File: src/rtl/l23buf_linectrl.sv
`default_nettype none
// l23buf_linectrl: write/read FSM pair over a ring of 2^LINE_W buffer lines with header prepend.
// Optional statistics counters are built when L23BUF_STATS_EN is defined.
module l23buf_linectrl #(
  parameter int ADDR_W  = 11,
  parameter int LINE_W  = 2,
  parameter int HDR_LEN = 14
) (
  input  logic                     clk,
  input  logic                     rst,
  input  logic                     s_tvalid,
  input  logic                     s_tlast,
  input  logic                     s_tuser,
  output logic                     s_tready,
  output logic                     wr_en,
  output logic [LINE_W+ADDR_W-1:0] wr_addr,
  input  logic                     m_tready,
  output logic                     m_tvalid,
  output logic                     m_tlast,
  output logic [LINE_W+ADDR_W-1:0] rd_addr,
  output logic [ADDR_W-1:0]        hdr_addr,
  output logic                     mux_sel,
  input  logic                     run_mgmt,
  output logic                     idle_mgmt,
  output logic [LINE_W:0]          lines_used,
  output logic [15:0]              frame_cnt,
  output logic [15:0]              drop_cnt
);
  localparam int                NLINES   = 1 << LINE_W;
  localparam logic [ADDR_W-1:0] CHAR_MAX = '1;
  localparam logic [ADDR_W-1:0] HDR_LAST = ADDR_W'(HDR_LEN - 1);
  localparam logic [LINE_W:0]   FULL     = (LINE_W+1)'(NLINES);

  typedef enum logic [1:0] {W_IDLE, W_WRITE, W_DROP} wstate_e;
  typedef enum logic [1:0] {R_IDLE, R_HDR, R_BODY} rstate_e;

  wstate_e             wstate_q, wstate_d;
  rstate_e             rstate_q, rstate_d;
  logic [LINE_W-1:0]   wline_q, wline_d, rline_q, rline_d;
  logic [ADDR_W-1:0]   wchar_q, wchar_d, rchar_q, rchar_d, hchar_q, hchar_d;
  logic [ADDR_W-1:0]   len_q [NLINES];
  logic [LINE_W:0]     lines_used_q, lines_used_d;
  logic                m_tvalid_q, m_tlast_q, mux_sel_q;
  logic                tvalid_n, tlast_n, mux_n;
  logic                commit, drop_evt, free, body_last;

  // Write side: one frame per line; oversize frames fall into W_DROP until tlast.
  always_comb begin
    wstate_d = wstate_q;
    wline_d  = wline_q;
    wchar_d  = wchar_q;
    s_tready = 1'b0;
    wr_en    = 1'b0;
    commit   = 1'b0;
    drop_evt = 1'b0;
    case (wstate_q)
      W_IDLE: begin
        if (lines_used_q < FULL) wstate_d = W_WRITE;
      end
      W_WRITE: begin
        s_tready = 1'b1;
        if (s_tvalid) begin
          if (!s_tlast) begin
            wchar_d = wchar_q + ADDR_W'(1);
            if (wchar_q == CHAR_MAX) wstate_d = W_DROP;
            else                     wr_en    = 1'b1;
          end else if (!s_tuser) begin
            wr_en    = 1'b1;
            commit   = 1'b1;
            wline_d  = wline_q + LINE_W'(1);
            wchar_d  = '0;
            wstate_d = W_IDLE;
          end else begin
            drop_evt = 1'b1;
            wchar_d  = '0;
            wstate_d = W_IDLE;
          end
        end
      end
      W_DROP: begin
        s_tready = 1'b1;
        if (s_tvalid && s_tlast) begin
          wchar_d  = '0;
          drop_evt = 1'b1;
          wstate_d = W_IDLE;
        end
      end
      default: wstate_d = W_IDLE;
    endcase
  end

  assign body_last = (rchar_q == len_q[rline_q]);

  always_comb begin
    rstate_d = rstate_q;
    rline_d  = rline_q;
    rchar_d  = rchar_q;
    hchar_d  = hchar_q;
    free     = 1'b0;
    tvalid_n = 1'b0;
    tlast_n  = 1'b0;
    mux_n    = 1'b0;
    case (rstate_q)
      R_IDLE: begin
        if ((lines_used_q != '0) && run_mgmt) rstate_d = R_HDR;
      end
      R_HDR: begin
        tvalid_n = 1'b1;
        if (m_tready) begin
          if (hchar_q == HDR_LAST) begin
            hchar_d  = '0;
            rstate_d = R_BODY;
          end else begin
            hchar_d  = hchar_q + ADDR_W'(1);
          end
        end
      end
      R_BODY: begin
        tvalid_n = 1'b1;
        mux_n    = 1'b1;
        if (m_tready) begin
          if (body_last) begin
            tlast_n  = 1'b1;
            rchar_d  = '0;
            rline_d  = rline_q + LINE_W'(1);
            free     = 1'b1;
            rstate_d = R_IDLE;
          end else begin
            rchar_d  = rchar_q + ADDR_W'(1);
          end
        end
      end
      default: rstate_d = R_IDLE;
    endcase
  end

  always_comb begin
    lines_used_d = lines_used_q;
    case ({commit, free})
      2'b10:   lines_used_d = lines_used_q + (LINE_W+1)'(1);
      2'b01:   lines_used_d = lines_used_q - (LINE_W+1)'(1);
      default: lines_used_d = lines_used_q;
    endcase
  end

  always_ff @(posedge clk or posedge rst) begin
    if (rst) begin
      wstate_q     <= W_IDLE;
      rstate_q     <= R_IDLE;
      wline_q      <= '0;
      wchar_q      <= '0;
      rline_q      <= '0;
      rchar_q      <= '0;
      hchar_q      <= '0;
      lines_used_q <= '0;
      m_tvalid_q   <= 1'b0;
      m_tlast_q    <= 1'b0;
      mux_sel_q    <= 1'b0;
      for (int i = 0; i < NLINES; i++) len_q[i] <= '0;
    end else begin
      wstate_q     <= wstate_d;
      rstate_q     <= rstate_d;
      wline_q      <= wline_d;
      wchar_q      <= wchar_d;
      rline_q      <= rline_d;
      rchar_q      <= rchar_d;
      hchar_q      <= hchar_d;
      lines_used_q <= lines_used_d;
      if (commit) len_q[wline_q] <= wchar_q;
      // Egress register tracks the address stage only on ready, matching BRAM latency.
      if (m_tready) begin
        m_tvalid_q <= tvalid_n;
        m_tlast_q  <= tlast_n;
        mux_sel_q  <= mux_n;
      end
    end
  end

`ifdef L23BUF_STATS_EN
  logic [15:0] frame_cnt_q, drop_cnt_q;

  always_ff @(posedge clk or posedge rst) begin
    if (rst) begin
      frame_cnt_q <= '0;
      drop_cnt_q  <= '0;
    end else begin
      if (commit && (frame_cnt_q != 16'hFFFF))  frame_cnt_q <= frame_cnt_q + 16'd1;
      if (drop_evt && (drop_cnt_q != 16'hFFFF)) drop_cnt_q  <= drop_cnt_q + 16'd1;
    end
  end

  assign frame_cnt = frame_cnt_q;
  assign drop_cnt  = drop_cnt_q;
`else
  logic stats_unused;
  assign stats_unused = drop_evt;
  assign frame_cnt    = '0;
  assign drop_cnt     = '0;
`endif

  assign wr_addr    = {wline_q, wchar_q};
  assign rd_addr    = {rline_q, rchar_q};
  assign hdr_addr   = hchar_q;
  assign m_tvalid   = m_tvalid_q;
  assign m_tlast    = m_tlast_q;
  assign mux_sel    = mux_sel_q;
  assign idle_mgmt  = (rstate_q == R_IDLE);
  assign lines_used = lines_used_q;

endmodule
`default_nettype wire
File: config.mk
export PLATFORM = sky130hd
export DESIGN_NAME = l23buf_linectrl
export DESIGN_NICKNAME = d
export VERILOG_FILES = /design/src/rtl/l23buf_linectrl.sv
export SDC_FILE = /design/constraint.sdc
export NUM_CORES = 1
export LEC_CHECK = 0
export ABC_AREA = 1
export BUFFER_PORTS_ARGS = -buffer_cell sky130_fd_sc_hd__buf_2
export CAP_MARGIN = 20
export CORE_MARGIN = 2
export CORE_UTILIZATION = 35
export CTS_BUF_LIST = sky130_fd_sc_hd__clkbuf_8 sky130_fd_sc_hd__clkbuf_16
export DETAILED_ROUTE_END_ITERATION = 7
export SLEW_MARGIN = 20
export SYNTH_ARGS = -nofsm -noshare
export SYNTH_HDL_FRONTEND = slang
export SYNTH_SLANG_ARGS = --single-unit
File: constraint.sdc
create_clock -name clk -period 4.9 [get_ports clk]
set_input_delay 0.245 -clock clk [delete_from_list [all_inputs] [get_ports clk]]
set_output_delay 0.245 -clock clk [all_outputs]
set_load 0.02 [all_outputs]
==> impl_metrics.json <==
{
  "grt_max_degree": 49,
  "fin_ws_ns": 1.43,
  "cts_resized": 0,
  "seqPwrFrac_pct": 43.9,
  "synth-seq-area-share_pct": 46.4,
  "hold_path.class": "input pin to async pin",
  "cts_setup_buffers": 0,
  "p_switching_w": 0.000700,
  "maxCapViolations": 0,
  "drive_above_1_share_pct": 11.4,
  "vdd_ir_drop_max_uv": 190,
  "finalWirelength_microns": 10900,
  "yosysTopAreaCell": "dfrtp_1",
  "topRoutingLayerUsed": "met4",
  "slowest_delay_ns": 0.81,
  "synth_xor_area_share_pct": 2.50,
  "critPathKind": "flip-flop to flip-flop",
  "track_usage_pct": 16.1,
  "grt_pass1_wl_microns": 18900,
  "fmax_ghz": 0.288,
  "synth-async-reset-ratio_pct": 100,
  "hold_viol_final": 0,
  "ant_nets": 0,
  "start_util_pct": 35.6,
  "rsz0062_at_grt": "no",
  "yosys.area_share.simple_pct": 25.4,
  "num_rows": 43,
  "synthFlopType": "dfrtp_1",
  "ys_types": 32,
  "place_congestion": 0.884,
  "final_util_pct": 39.8,
  "p_total_w": 0.00207,
  "syn_inst": 620,
  "fin_crit_sh_pct": 70.9,
  "dp.cells": 837,
  "finalNonFillerCells": 853,
  "path_clk_slew_ns": 0.07,
  "m1WireLength_microns": 5360,
  "path_buf_inv": 4,
  "areaGrowthSynthToFinish_pct": 11.8,
  "min_period_ns": 3.47,
  "chipWidth_microns": 122,
  "antenna_cells": 0,
  "yosysWarnings": 0,
  "yosysTopAreaCellShare_pct": 46.4,
  "wl_met3_microns": 598,
  "pwr-share-comb_pct": 22.7,
  "grt_antenna_before_repair": 0,
  "fp.dieH_microns": 122,
  "power.share.clock_pct": 33.4,
  "cts_max_level": 3,
  "synth_area_leaders": "dfrtp_1, nand2_1, o21ai_0",
  "worstPathRequired_ns": 5.13,
  "grt_overflow": 0,
  "endpoint_kind": "flip-flop",
  "cp_slowest_cell": "dfrtp_1",
  "synth-edff-count": 0,
  "drc": 0,
  "cts.sinks": 91,
  "pre_cts_slack_ns": 1.46,
  "tightest_slew_ns": 0.795,
  "p_per_area_mw_per_mm2": 378,
  "ys_seq_elements": 91,
  "crit_chain": "inv_2 > nand2_1 > nand3_1 > nand3_1 > nand2_1 > inv_1 > nand2_1 > nor2_1 > nand4_2 > inv_1 > ha_1 > inv_1 > fa_1 > a21oi_1 > o21ai_0 > xor2_1",
  "nNetsFinal": 692,
  "crit_family": "simple AND/OR/NAND/NOR gates",
  "synth_area_sq_mm": 0.00491,
  "core-area_sq_mm": 0.0138,
  "p_leak_nw": 2.79,
  "io_pins": 85,
  "yosys-mux-area-fraction_pct": 0,
  "dpl.hpwl_microns": 7990,
  "numCtsBuffers": 9,
  "start_kind": "flip-flop",
  "cts_hold_buf": 0,
  "wl_per_cell_microns": 12.8,
  "fin_tns_setup_ns": 0,
  "cts_tree": "built",
  "outcome": "finished clean",
  "synth_compound_area_share_pct": 8.59,
  "drt-vias-per-instance": 4.67,
  "die_area_sq_mm": 0.0150,
  "p_int_w": 0.00137,
  "finalClockSkew_ns": 0.0111,
  "setup_viol_count_final": 0,
  "dr_wl_met2_microns": 4810,
  "portBuffers": 52,
  "relSlewSlack_pct": 47.0,
  "synthAdderAreaFrac_pct": 4.49,
  "clk-insertion-delay-late_ns": 0.34,
  "swShare_pct": 33.7,
  "cts_root_buffer": "clkbuf_16",
  "first_pass_iters": 5,
  "worst-path-max-fanout": 25,
  "drv_slew": 0,
  "synth_top_family_by_area": "simple AND/OR/NAND/NOR gates",
  "drt-initial-drc-count": 247,
  "grt_pass1_vias": 3754,
  "crit_arrival_ns": 3.70,
  "cts_buffer_depth": 2,
  "vias": 3987,
  "avgSynthCellArea_sq_um": 7.91
}
sequential cells by signal (all words and copies together) (netlist names):
register / cells
lines_used: 3
rstate_q: 2
len_q: 44
wstate_q: 2
wline_q: 2
rline_q: 2
mux_sel: 1
wchar_q: 11
hdr_addr: 11
m_tvalid: 1
rchar_q: 11
m_tlast: 1
cell families (layout without fill, tap and decap cells):
logic type	after synthesis	after routing
xor+xnor	14	14
other cells	1	32
buf+inv	124	146
flops	91	91
simple gates	293	293
compound gates	80	80
fa+ha+maj	17	17
through the flow:
step                cell area, sq um  hold slack [ns]
floorplan                       5020            0.358
global placement                5190            0.398
detailed placement              5190            0.417
CTS                             5490           0.0461
global route                    5490           0.0808
finish                          5490           0.0123
cell usage in the layout, fill, tap and decap left out, types with 2 or more instances in the layout:
cell type	instances
a21boi_0	2
xnor2_1	3
ha_1	16
nand2_1	184
o21ai_0	58
dfrtp_1	91
nor3_1	11
inv_1	75
nand3b_2	2
nor4_1	5
a21oi_1	13
a211oi_1	2
conb_1	32
nor2_1	25
o211ai_1	2
xor2_1	11
nand4_1	4
nand3_1	57
buf_2	52
inv_2	4
clkbuf_16	9
routing by layer:
layer | vias up | GRT usage, %
li1 | 2015 | -
met1 | 1841 | 22.7
met2 | 120 | 24.8
met3 | 11 | 3.30
met4 | 0 | 4.96
met5 | - | 0
power groups by stage:
stage / clock network, W / registers [W] / logic [W]
after floorplan: 0 / 0.000972 / 0.000286
after global placement: 0 / 0.000923 / 0.000460
after detailed placement: 0 / 0.000925 / 0.000472
after CTS: 0.000710 / 0.000912 / 0.000476
after global routing: 0.000748 / 0.000926 / 0.000541
final: 0.000694 / 0.000911 / 0.000470
area by class of cell:
cell class,instances,area (sq um)
Fill cell,1424,8290
Inverter,77,290
Multi-Input combinational cell,436,2130
Clock inverter,6,57.6
Tap cell,180,225
Sequential cell,91,2280
Timing Repair Buffer,53,268
Clock buffer,10,239
Yosys cell counts, drive strengths merged (3+ instances only):
master and number:
xor2 11, buf 39, inv 77, dfrtp 91, nor2 26, nand4 5, nand3b 3, ha 16
a21oi 13, nor3 12, nand2 184, nor4 5, nand3 57, clkbuf 8, o21ai 58, xnor2 3
worst paths after layout:
| kind | start | to | slack [ns] | depth (start not counted) |
|---|---|---|---|---|
| min in group clk | m_tready | m_tvalid | 0.18 | 3 |
| worst min register to register | mux_sel | mux_sel | 0.48 | 2 |
| worst max-delay path | rline_q[0] | lines_used[2] | 1.43 | 16 |
| worst min-delay path | rst | wstate_q[0] | 0.01 | 2 |
| worst max register to register | rline_q[0] | lines_used[2] | 1.43 | 16 |
| max in group asynchronous | rst | rchar_q[3] | 3.79 | 3 |
Note: power is estimated with default switching activity, not from simulation.
